**src/rtl/conv_input_loader_if.sv**
```systemverilog
// Byte stream handshake into the convolution input loader.
interface conv_input_loader_if;
   logic       in_valid;
   logic       in_ready;
   logic [7:0] in_data;
   logic       in_last;

   modport master (output in_valid, in_data, in_last, input in_ready);
   modport slave  (input in_valid, in_data, in_last, output in_ready);
endinterface

```
**src/rtl/conv_input_loader.sv**
```systemverilog
// Packs a byte stream into SRAM words at byte-stepped addresses for the conv engine.
// Write strobe 1 cycle after the word-completing byte; in_ready is high only in FILL.
module conv_input_loader #(
   parameter int SRAM_ADDRESS_WIDTH = 12,
   parameter int SRAM_DATA_WIDTH    = 64,
   parameter int BYTES_PER_WORD     = 8,
   parameter int WORD_COUNT         = 129
) (
   input  logic                          clk,
   input  logic                          reset,
   input  logic                          start,
   conv_input_loader_if.slave            in_stream,
   output logic [SRAM_ADDRESS_WIDTH-1:0] write_address,
   output logic [SRAM_DATA_WIDTH-1:0]    write_data,
   output logic                          write_enable,
   output logic                          busy,
   output logic                          done,
   output logic                          short_frame
);
   localparam int BI = (BYTES_PER_WORD > 1) ? $clog2(BYTES_PER_WORD) : 1;
   localparam int WI = (WORD_COUNT > 1) ? $clog2(WORD_COUNT + 1) : 1;

   localparam logic [1:0] IDLE  = 2'd0;
   localparam logic [1:0] FILL  = 2'd1;
   localparam logic [1:0] FLUSH = 2'd2;
   localparam logic [1:0] DONE  = 2'd3;

   localparam logic [BI-1:0] LAST_LANE = BI'(BYTES_PER_WORD - 1);
   localparam logic [WI-1:0] LAST_WORD = WI'(WORD_COUNT - 1);

   logic [1:0]                 state;
   logic [BI-1:0]              byte_idx;
   logic [WI-1:0]              word_idx;
   logic [SRAM_DATA_WIDTH-1:0] pack;
   logic [SRAM_DATA_WIDTH-1:0] pack_next;
   logic                       accept;
   logic                       word_end;

   assign in_stream.in_ready = (state == FILL);
   assign busy               = (state == FILL) || (state == FLUSH);
   assign done               = (state == DONE);
   assign accept             = in_stream.in_valid && (state == FILL);
   assign word_end           = (byte_idx == LAST_LANE) || in_stream.in_last;

   // Lanes above byte_idx are already zero, so a partial word is padded for free.
   always_comb begin
      pack_next = pack;
      pack_next[8*byte_idx +: 8] = in_stream.in_data;
   end

   always_ff @(posedge clk or posedge reset) begin
      if (reset) begin
         state         <= IDLE;
         byte_idx      <= '0;
         word_idx      <= '0;
         pack          <= '0;
         write_enable  <= 1'b0;
         write_address <= '0;
         write_data    <= '0;
         short_frame   <= 1'b0;
      end else begin
         write_enable <= 1'b0;
         case (state)
            IDLE: begin
               if (start) begin
                  state       <= FILL;
                  byte_idx    <= '0;
                  word_idx    <= '0;
                  pack        <= '0;
                  short_frame <= 1'b0;
               end
            end
            FILL: begin
               if (accept) begin
                  if (word_end) begin
                     write_enable  <= 1'b1;
                     write_data    <= pack_next;
                     write_address <= SRAM_ADDRESS_WIDTH'(word_idx * BYTES_PER_WORD);
                     word_idx      <= word_idx + 1'b1;
                     byte_idx      <= '0;
                     pack          <= '0;
                     // FLUSH is the cycle carrying the final strobe, so DONE trails it by one.
                     if (in_stream.in_last || (word_idx == LAST_WORD)) begin
                        state       <= FLUSH;
                        short_frame <= in_stream.in_last && (word_idx < LAST_WORD);
                     end
                  end else begin
                     pack     <= pack_next;
                     byte_idx <= byte_idx + 1'b1;
                  end
               end
            end
            FLUSH:   state <= DONE;
            DONE:    state <= IDLE;
            default: state <= IDLE;
         endcase
      end
   end
endmodule
```
**src/flat_wrapper.sv**
```systemverilog
// flat-port wrapper written by rule: the top's interface ports become plain ports
module conv_input_loader_flat 
#(
   parameter int SRAM_ADDRESS_WIDTH = 12,
   parameter int SRAM_DATA_WIDTH    = 64,
   parameter int BYTES_PER_WORD     = 8,
   parameter int WORD_COUNT         = 129
)
  (clk, reset, start, write_address, write_data, write_enable, busy, done, short_frame, in_stream_in_valid, in_stream_in_data, in_stream_in_last, in_stream_in_ready);
  conv_input_loader_if in_stream_i ();
  input  logic clk;
  input  logic reset;
  input  logic start;
  output logic [SRAM_ADDRESS_WIDTH-1:0] write_address;
  output logic [SRAM_DATA_WIDTH-1:0] write_data;
  output logic write_enable;
  output logic busy;
  output logic done;
  output logic short_frame;
  input wire logic [$bits(in_stream_i.in_valid)-1:0] in_stream_in_valid;
  input wire logic [$bits(in_stream_i.in_data)-1:0] in_stream_in_data;
  input wire logic [$bits(in_stream_i.in_last)-1:0] in_stream_in_last;
  output wire logic [$bits(in_stream_i.in_ready)-1:0] in_stream_in_ready;
  assign in_stream_i.in_valid = in_stream_in_valid;
  assign in_stream_i.in_data = in_stream_in_data;
  assign in_stream_i.in_last = in_stream_in_last;
  assign in_stream_in_ready = in_stream_i.in_ready;
  conv_input_loader #(.SRAM_ADDRESS_WIDTH(SRAM_ADDRESS_WIDTH), .SRAM_DATA_WIDTH(SRAM_DATA_WIDTH), .BYTES_PER_WORD(BYTES_PER_WORD), .WORD_COUNT(WORD_COUNT)) u_core (.clk(clk), .reset(reset), .start(start), .in_stream(in_stream_i), .write_address(write_address), .write_data(write_data), .write_enable(write_enable), .busy(busy), .done(done), .short_frame(short_frame));
endmodule
```
**config.mk**
```make
export PLATFORM = sky130hd
export DESIGN_NAME = conv_input_loader_flat
export DESIGN_NICKNAME = d
export VERILOG_FILES = /design/src/rtl/conv_input_loader_if.sv /design/src/rtl/conv_input_loader.sv /design/src/flat_wrapper.sv
export SDC_FILE = /design/constraint.sdc
export NUM_CORES = 1
export LEC_CHECK = 0
export ABC_AREA = 1
export BUFFER_PORTS_ARGS = -buffer_cell sky130_fd_sc_hd__buf_2
export CORE_MARGIN = 3
export CORE_UTILIZATION = 29
export DETAILED_ROUTE_END_ITERATION = 12
export PLACE_DENSITY = 0.45
export RECOVER_POWER = 100
export SYNTH_ARGS = -nofsm -noshare
export SYNTH_HDL_FRONTEND = slang
export SYNTH_SLANG_ARGS = --single-unit
```
**constraint.sdc**
```tcl
create_clock -name clk -period 5.4 [get_ports clk]
set_input_delay 0 -clock clk [delete_from_list [all_inputs] [get_ports clk]]
set_output_delay 0 -clock clk [all_outputs]
set_load 0.01 [all_outputs]
```
==> results of run 1 <==
==> state kept, by name (all words and copies together), names as in the netlist <==
| signal | count |
|---|---|
| u_core.pack | 64 |
| u_core.write_enable | 1 |
| u_core.word_idx | 8 |
| u_core.state | 2 |
| u_core.short_frame | 1 |
| u_core.write_data | 64 |
| u_core.byte_idx | 3 |
| u_core.write_address | 8 |
==> per-stage QoR <==
step	worst slack, ns	instances	instance area (um2)	hold WS [ns]
6_report	1.95	1399	8640	-0.00732
5_1_grt	1.48	1399	8640	0.0200
4_1_cts	2.46	1399	8790	0.0424
3_5_place_dp	2.47	1365	8160	0.141
3_3_place_gp	2.54	1365	8160	0.140
2_1_floorplan	1.34	984	7510	0.219
==> cells in the mapped netlist, types with 3 or more instances <==
cell	number	share of area
dfrtp_1	151	0.50
buf_6	6	0.0090
clkbuf_1	8	0.0040
o21ai_1	7	0.0047
buf_4	10	0.010
buf_2	18	0.012
nand4_1	12	0.010
o21ai_0	17	0.011
nand3_1	169	0.11
inv_1	88	0.044
nand2_1	434	0.22
nor2_2	9	0.0075
ha_1	14	0.023
inv_2	6	0.0030
nor2_1	12	0.0060
a21oi_1	3	0.0020
==> where the power goes <==
group | total (W) | internal, W | switching, W
Sequential | 0.00137 | 0.00128 | 0.0000897
Combinational | 0.00123 | 0.000297 | 0.000938
Clock | 0.00126 | 0.000739 | 0.000524
Total | 0.00387 | 0.00232 | 0.00155
==> layer usage <==
layer	part of all wire	routed length [um]	GRT usage	vias to the layer above
met1	0.48	9830	0.205	3002
met4	0.013	256	0.0377	0
met2	0.48	9720	0.245	110
met5	0	0	0	-
li1	-	-	-	3231
met3	0.032	652	0.0297	21
==> final timing paths <==
check | endpoint | slack (ns) | cells after the start
min reg2reg | u_core.write_data[26]$_DFFE_PP0P_ | 0.48 | 2
min | u_core.word_idx[1]$_DFFE_PP0P_ | -0.007 | 5
max reg2reg | u_core.pack[37]$_DFFE_PP0P_ | 1.95 | 9
max | u_core.pack[37]$_DFFE_PP0P_ | 1.95 | 9
min in group asynchronous | u_core.write_address[10]$_DFFE_PP0P_ | 0.94 | 3
max in group asynchronous | u_core.pack[37]$_DFFE_PP0P_ | 2.31 | 4
==> cell families after synthesis <==
| kind of cell | after synthesis | share of synthesized area |
|---|---|---|
| simple gates | 645 | 0.366 |
| flops | 151 | 0.504 |
| buf+inv | 141 | 0.0849 |
| compound gates | 28 | 0.0202 |
| fa+ha+maj | 14 | 0.0234 |
| xor+xnor | 1 | 0.00117 |
| other cells | 1 | 0.000500 |
==> layout make-up <==
cell class / count / area (um2)
Clock buffer: 17 / 425
Multi-Input combinational cell: 692 / 3060
Clock inverter: 15 / 190
Timing Repair Buffer: 97 / 408
Inverter: 97 / 367
Sequential cell: 151 / 3780
Fill cell: 2739 / 16700
Tap cell: 330 / 413
==> worst min-delay path: cells and delay by family <==
kind / cells / cell delay (ns)
AOI/OAI and AO/OA: 1 / 0.07
and+or+nand+nor: 2 / 0.20
buffers and inverters: 2 / 0.10
==> summary.md, run 1 <==
| Metric | Value |
|---|---|
| Unique cell type count in the Yosys netlist | 28 |
| Die area | 27,800 um2 |
| TNS Setup | 0 ns |
| Worst EP arrival | 3.81 ns |
| Final Net Count | 1,083 |
| DP Wirelength | 13,900 um |
| Outcome | finished, violations left |
| Syn avg cell area | 7.65 um2 |
| First-pass GRT wire length | 33,500 um |
| PostCTS Resize Cnt | 0 |
| Worst setup SP type | flop |
| Yosys warning count | 0 |
| Failing checks | negative hold slack, max-capacitance violations, max-slew violations |
| Register area share after synthesis | 0.504 |
| CP delay by family, top | buffers and inverters |
| N_diodes | 0 |
| IO Port Bufs | 89 |
| Most frequent CP cell | inv_1 |
| Max Slew Vio Count | 63 |
| Hold Fails Final Rpt | 1 |
| GRT Total Usage | 0.150 |
| Vias in the first global route | between 6,000 and 7,000 |
| CTS tree | done |
| Hold_sp | start |
| Row count | 58 |
| Yosys reg bits | 151 |
| CTS clock-pin slew for the worst setup and hold paths | 0.07 ns |
| Quantity of hold-fixing buffers added after cts | 2 |
| Antenna-violating nets left | 0 |
| Routability Congestion | 0.818 |
| Area of the mapped netlist | 7500 um2 |
| Final WL | 20,500 um |
| Ys flop type | dfrtp_1 |
| Worst-path fanout max | 31 |
| Final period utilization | 0.640 |
| CTS buffer count | 17 |
| Wire per inst | 14.6 um |
| DRC viols | 0 |
| CP Launch Point | u_core.state[1]$_DFFE_PP0P_ |
| Largest net degree at the start of global routing | 70 |
| Setup Viol. Count Final | 0 |
| 1st-iter DRT viols | 511 |
| Vias | 6,364 |
| Vias/cell | ~4.5 |
| Unrepaired setup endpoints after global routing | false |
| Worst path slowest cell | inv_1 |
| Io pins | 94 |
| Pwr/cell area | about 450 nW/um2 |
| Leakage power | 4.64 nW |
| Synth async-reset ratio | 1.00 |
| Die width | 167 um |
| Min cycle time layout | between 3 and 4 ns |
| Worst R2R Start | u_core.state[1]$_DFFE_PP0P_ |
| Root Driver | clkbuf_16 |
| Die height | 167 um |
| Final Power | about 0.0039 W |
| Starting density of the core | 0.296 |
| Number of synthesized flops with an enable pin | 0 |
| CP max stage delay | 0.74 ns |
| Hold_ws | -0.00732 ns |
| DR pass1 iterations | 5 |
| Gr ovfl total | 0 |
| Clk buf depth | 2 |
| Worst slew margin | -0.959 |
| FMAX | 290 MHz |
| Worst hold path class | input port to flop |
| Worst slew pin tran | around 2.9 ns |
| CTS Sinks | 151 |
| Commonest non-fill, non-tap cell in the layout | nand2_1 |
| Core area | 25,300 um2 |
| Post-CTS setup buffers | 0 |
| Setup Skew | 0.0141 ns |
| CP Buf/Inv Count | 4 |
| Clk_lat worst skew | 0.43 ns |
| Synthesized netlist cell count | 981 |
| Peak supply drop | 0.202 mV |
| Layout cells sized above 1 | 0.0617 |
| CP endpoint kind | flop |
| Final Util | 0.341 |
| H-tree Lvls | 4 |
| Max-Cap Viols | 1 |
| Area grow syn2layout | 15.2% |
| Initial antenna violation count | 0 |
| Cells along the critical path | inv_1, ha_1, inv_1, o21ai_0, nor2_1, inv_1, buf_4, nand2_1, nand2_1 |
| Most frequent cells in the layout | 435 x nand2_1, 169 x nand3_1, 151 x dfrtp_1 |
| Crit path required time | 5.76 ns |
| Worst setup path class | flop to flop |
Note: power is estimated with default switching activity, not from simulation.
==> run 2, diff against run 1 <==
Settings changed: ABC_AREA 1 to 0.
Clock period 5.4 ns to 3.5 ns, I/O delays scaled along.
==> run 2 against run 1 <==
Maximum frequency is 13% higher. Worst hold slack better by 0.053 ns. The run ends with max-capacitance violations, max-slew violations left. Global-route usage is 0.20 points lower. Area after synthesis is 9.2% lower. Total power is 51% higher. Synthesized cell count is 35% lower. Sequential share of layout area is 3.0 points higher. Clock power is 50% higher.
==> summary.md, run 2 <==
| Metric | Value |
|---|---|
| Outcome | finished, violations left |
| Failing checks | max-capacitance violations, max-slew violations |
| TNS Setup | 0 ns (unchanged) |
| CTS Sinks | 151 (unchanged) |
| Initial antenna violation count | 1 (+1) |
| First-pass GRT wire length | 30,300 um (-9.6%) |
| CTS buffer count | 17 (unchanged) |
| Worst slew margin | -0.0111 (+0.948) |
| CP max stage delay | 0.68 ns (-0.06 ns) |
| Min cycle time layout | 3.05 ns (-0.400 ns) |
| Most frequent cells in the layout | 151 x dfrtp_1, 80 x clkbuf_1, 74 x nand2_1 |
| Placed cell count | 1,014 (-26%) |
| Clk_lat worst skew | 0.43 ns (about the same) |
| Final period utilization | 0.873 (+0.233) |
| Vias | 5,192 (-18%) |
| CP Buf/Inv Count | 1 (-3) |
| Die width | 159 um (-4.5%) |
| Commonest non-fill, non-tap cell in the layout | dfrtp_1 |
| Area of the mapped netlist | 6810 um2 (-9.2%) |
| DR WL met3 | 701 um (+7.5%) |
| Vias/cell | 4.94 (+8.6%) |
| Synth cell count leaders | 151 x dfrtp_1, 74 x nand2_1, 70 x nor2_1 |
| Sw power | 0.00210 W (+35%) |
| Io pins | 94 (unchanged) |
| Sequential share of power | 0.393 (+0.039) |
| Starting density of the core | 0.298 (+0.00197) |
| Synthesized netlist cell count | 640 (-35%) |
| Leakage power | 3.61 nW (-22%) |
| Post-CTS setup buffers | 0 (unchanged) |
| Routed length on met2 | 8440 um (-13%) |
| Crit path required time | 3.81 ns (-1.95 ns) |
| Routability Congestion | 0.824 (+0.67%) |
| FMAX | 327 MHz (+13%) |
| PostCTS Resize Cnt | 0 (unchanged) |
| Syn avg cell area | 10.6 um2 (+39%) |
| Hold Fails Final Rpt | 0 (-1) |
| DRC viols | 0 (unchanged) |
| Ys flop type | dfrtp_1 |
| Uppermost layer routed | met4 |
| Gr ovfl total | 0 (unchanged) |
| Cells along the critical path | ha_1, ha_1, nor2_1, nand4_1, clkbuf_1, o21ai_1, a22o_1 |
| Vias in the first global route | 5,410 (-11%) |
| Clk pwr share | 0.322 (-0.005) |
| Design area | 8080 um2 (-6.5%) |
| CTS clock-pin slew for the worst setup and hold paths | 0.06 ns (about the same) |
| Top Registers | u_core.pack (64), u_core.write_data (64) |
| Non-Filler Instances | 1,051 (-25%) |
| Worst setup SP type | flop |
| DP Wirelength | 12,600 um (-9.5%) |
| Worst path slowest cell | clkbuf_1 |
| CP endpoint kind | flop |
| Wire per inst | 17.5 um (+20%) |
| IO Port Bufs | 89 (unchanged) |
| Row count | 55 (-5.2%) |
| Comb pwr share | 0.285 (-0.034) |
| Max Slew Vio Count | 32 (-49%) |
| Unrepaired setup endpoints after global routing | false |
| Quantity of hold-fixing buffers added after cts | 4 (+2) |
| Final WL | 18,400 um (-10%) |
| Unique cell type count in the Yosys netlist | 55 (+96%) |
| CTS tree | done |
| Setup Skew | 0.00927 ns (-0.00482 ns) |
| Most frequent CP cell | ha_1 |
| Yosys reg bits | 151 (unchanged) |
| Root Driver | clkbuf_16 |
| Number of synthesized flops with an enable pin | 0 (unchanged) |
| Worst setup path class | flop to flop |
| Most numerous cell in the Yosys netlist | dfrtp_1 |
| Layout cells sized above 1 | 0.102 (+0.0400) |
| Worst-path fanout max | 17 (-45%) |
| DR pass1 iterations | 4 (-1) |
| 1st-iter DRT viols | 299 (-41%) |
| WL met1 | 8880 um (-9.6%) |
| H-tree Lvls | 4 (unchanged) |
| Core area | 22,800 um2 (-9.8%) |
| Largest net degree at the start of global routing | 121 (+73%) |
| Antenna-violating nets left | 0 (unchanged) |
| Hold_ws | 0.0455 ns (+0.0528 ns) |
| Clk buf depth | 2 (unchanged) |
| Worst EP arrival | 3.36 ns (-0.45 ns) |
| Die height | 159 um (-4.5%) |
| Area grow syn2layout | 18.6% |
| Internal Power | 0.00376 W (+62%) |
| Setup Viol. Count Final | 0 (unchanged) |
| Worst slew pin tran | 1.51 ns (-1.41 ns) |
| GRT Total Usage | 0.148 (-0.00197) |
| Yosys warning count | 0 (unchanged) |
| Die area | 25,400 um2 (-8.9%) |
| CP delay by family, top | compound AO/OA/AOI/OAI gates |
| Max-Cap Viols | 1 (unchanged) |
| Placed inst area | 7560 um2 (-7.3%) |
| Peak supply drop | 0.256 mV (+27%) |
| Pwr/cell area | 725 nW/um2 (+62%) |
| Cell taking the most area after synthesis | dfrtp_1 |
| Top post-synthesis cells by area | dfrtp_1 55%, a22o_1 7.3%, nand2_1 4.1%, mux2i_1 4.0%, nor2_1 3.9% |
| Switching share of power | 0.358 (-0.0431) |
| Final Net Count | 751 (-31%) |
| Share of the synthesized area in the top cell type | 0.555 (+0.0510) |
| Worst hold path class | input port to flop |
| Synth async-reset ratio | 1.00 (unchanged) |
| Register area share after synthesis | 0.555 (+0.0510) |
[run 2: power groups by stage]
stage / sequential, W / combinational [W] / clock, W
finish: 0.00230 / 0.00167 / 0.00189
global route: 0.00235 / 0.00188 / 0.00200
CTS: 0.00230 / 0.00180 / 0.00193
detailed placement: 0.00233 / 0.00179 / 0
global placement: 0.00231 / 0.00176 / 0
floorplan: 0.00242 / 0.00103 / 0
[run 2: cell type report]
class	instances	area [um2]
multi-input combinational	434	2770
clock buffer	20	447
sequential	151	3780
tap	313	392
inverter	16	61.3
antenna	1	2.50
clock inverter	12	151
timing repair buffer	104	473
fill	2374	14800
[run 2: cell families (layout without fill, tap and decap cells)]
| family | Yosys count | count (layout) | share of synthesized area |
|---|---|---|---|
| buffers and inverters | 58 | 152 | 0.0388 |
| other | 1 | 5 | 0.000551 |
| multiplexers | 28 | 28 | 0.0413 |
| flip-flops | 151 | 151 | 0.555 |
| AO/OA/AOI/OAI | 166 | 166 | 0.182 |
| XOR/XNOR | 3 | 3 | 0.00386 |
| AND/OR/NAND/NOR | 219 | 219 | 0.153 |
| adder cells (fa/ha/maj) | 14 | 14 | 0.0257 |
[run 2: path summary, 6_finish.rpt]
check	cells after the start	slack, ns	from	endpoint
worst max register to register	7	0.45	u_core.byte_idx[0]$_DFFE_PP0P_	u_core.pack[60]$_DFFE_PP0P_
max in group asynchronous	4	1.77	reset	u_core.pack[7]$_DFFE_PP0P_
worst min register to register	2	0.49	u_core.write_address[9]$_DFFE_PP0P_	u_core.write_address[9]$_DFFE_PP0P_
min in group asynchronous	3	0.47	reset	u_core.state[1]$_DFFE_PP0P_
worst min-delay path	2	0.05	in_stream_in_data[5]	u_core.pack[61]$_DFFE_PP0P_
worst max-delay path	7	0.45	u_core.byte_idx[0]$_DFFE_PP0P_	u_core.pack[60]$_DFFE_PP0P_
[run 2: per-stage QoR]
stage | utilization | power, W | worst slack [ns]
2_1_floorplan | - | 0.00344 | 1.08
6_report | 0.354 | 0.00586 | 0.446
4_1_cts | 0.359 | 0.00602 | 0.575
3_3_place_gp | 0.331 | 0.00407 | 0.663
5_1_grt | 0.354 | 0.00624 | 0.175
3_5_place_dp | 0.331 | 0.00412 | 0.561
[run 2: metal layers]
layer / GRT usage / up-vias
met5: 0 / -
li1: - / 2462
met1: 0.202 / 2596
met2: 0.235 / 110
met4: 0.0533 / 0
met3: 0.0294 / 24
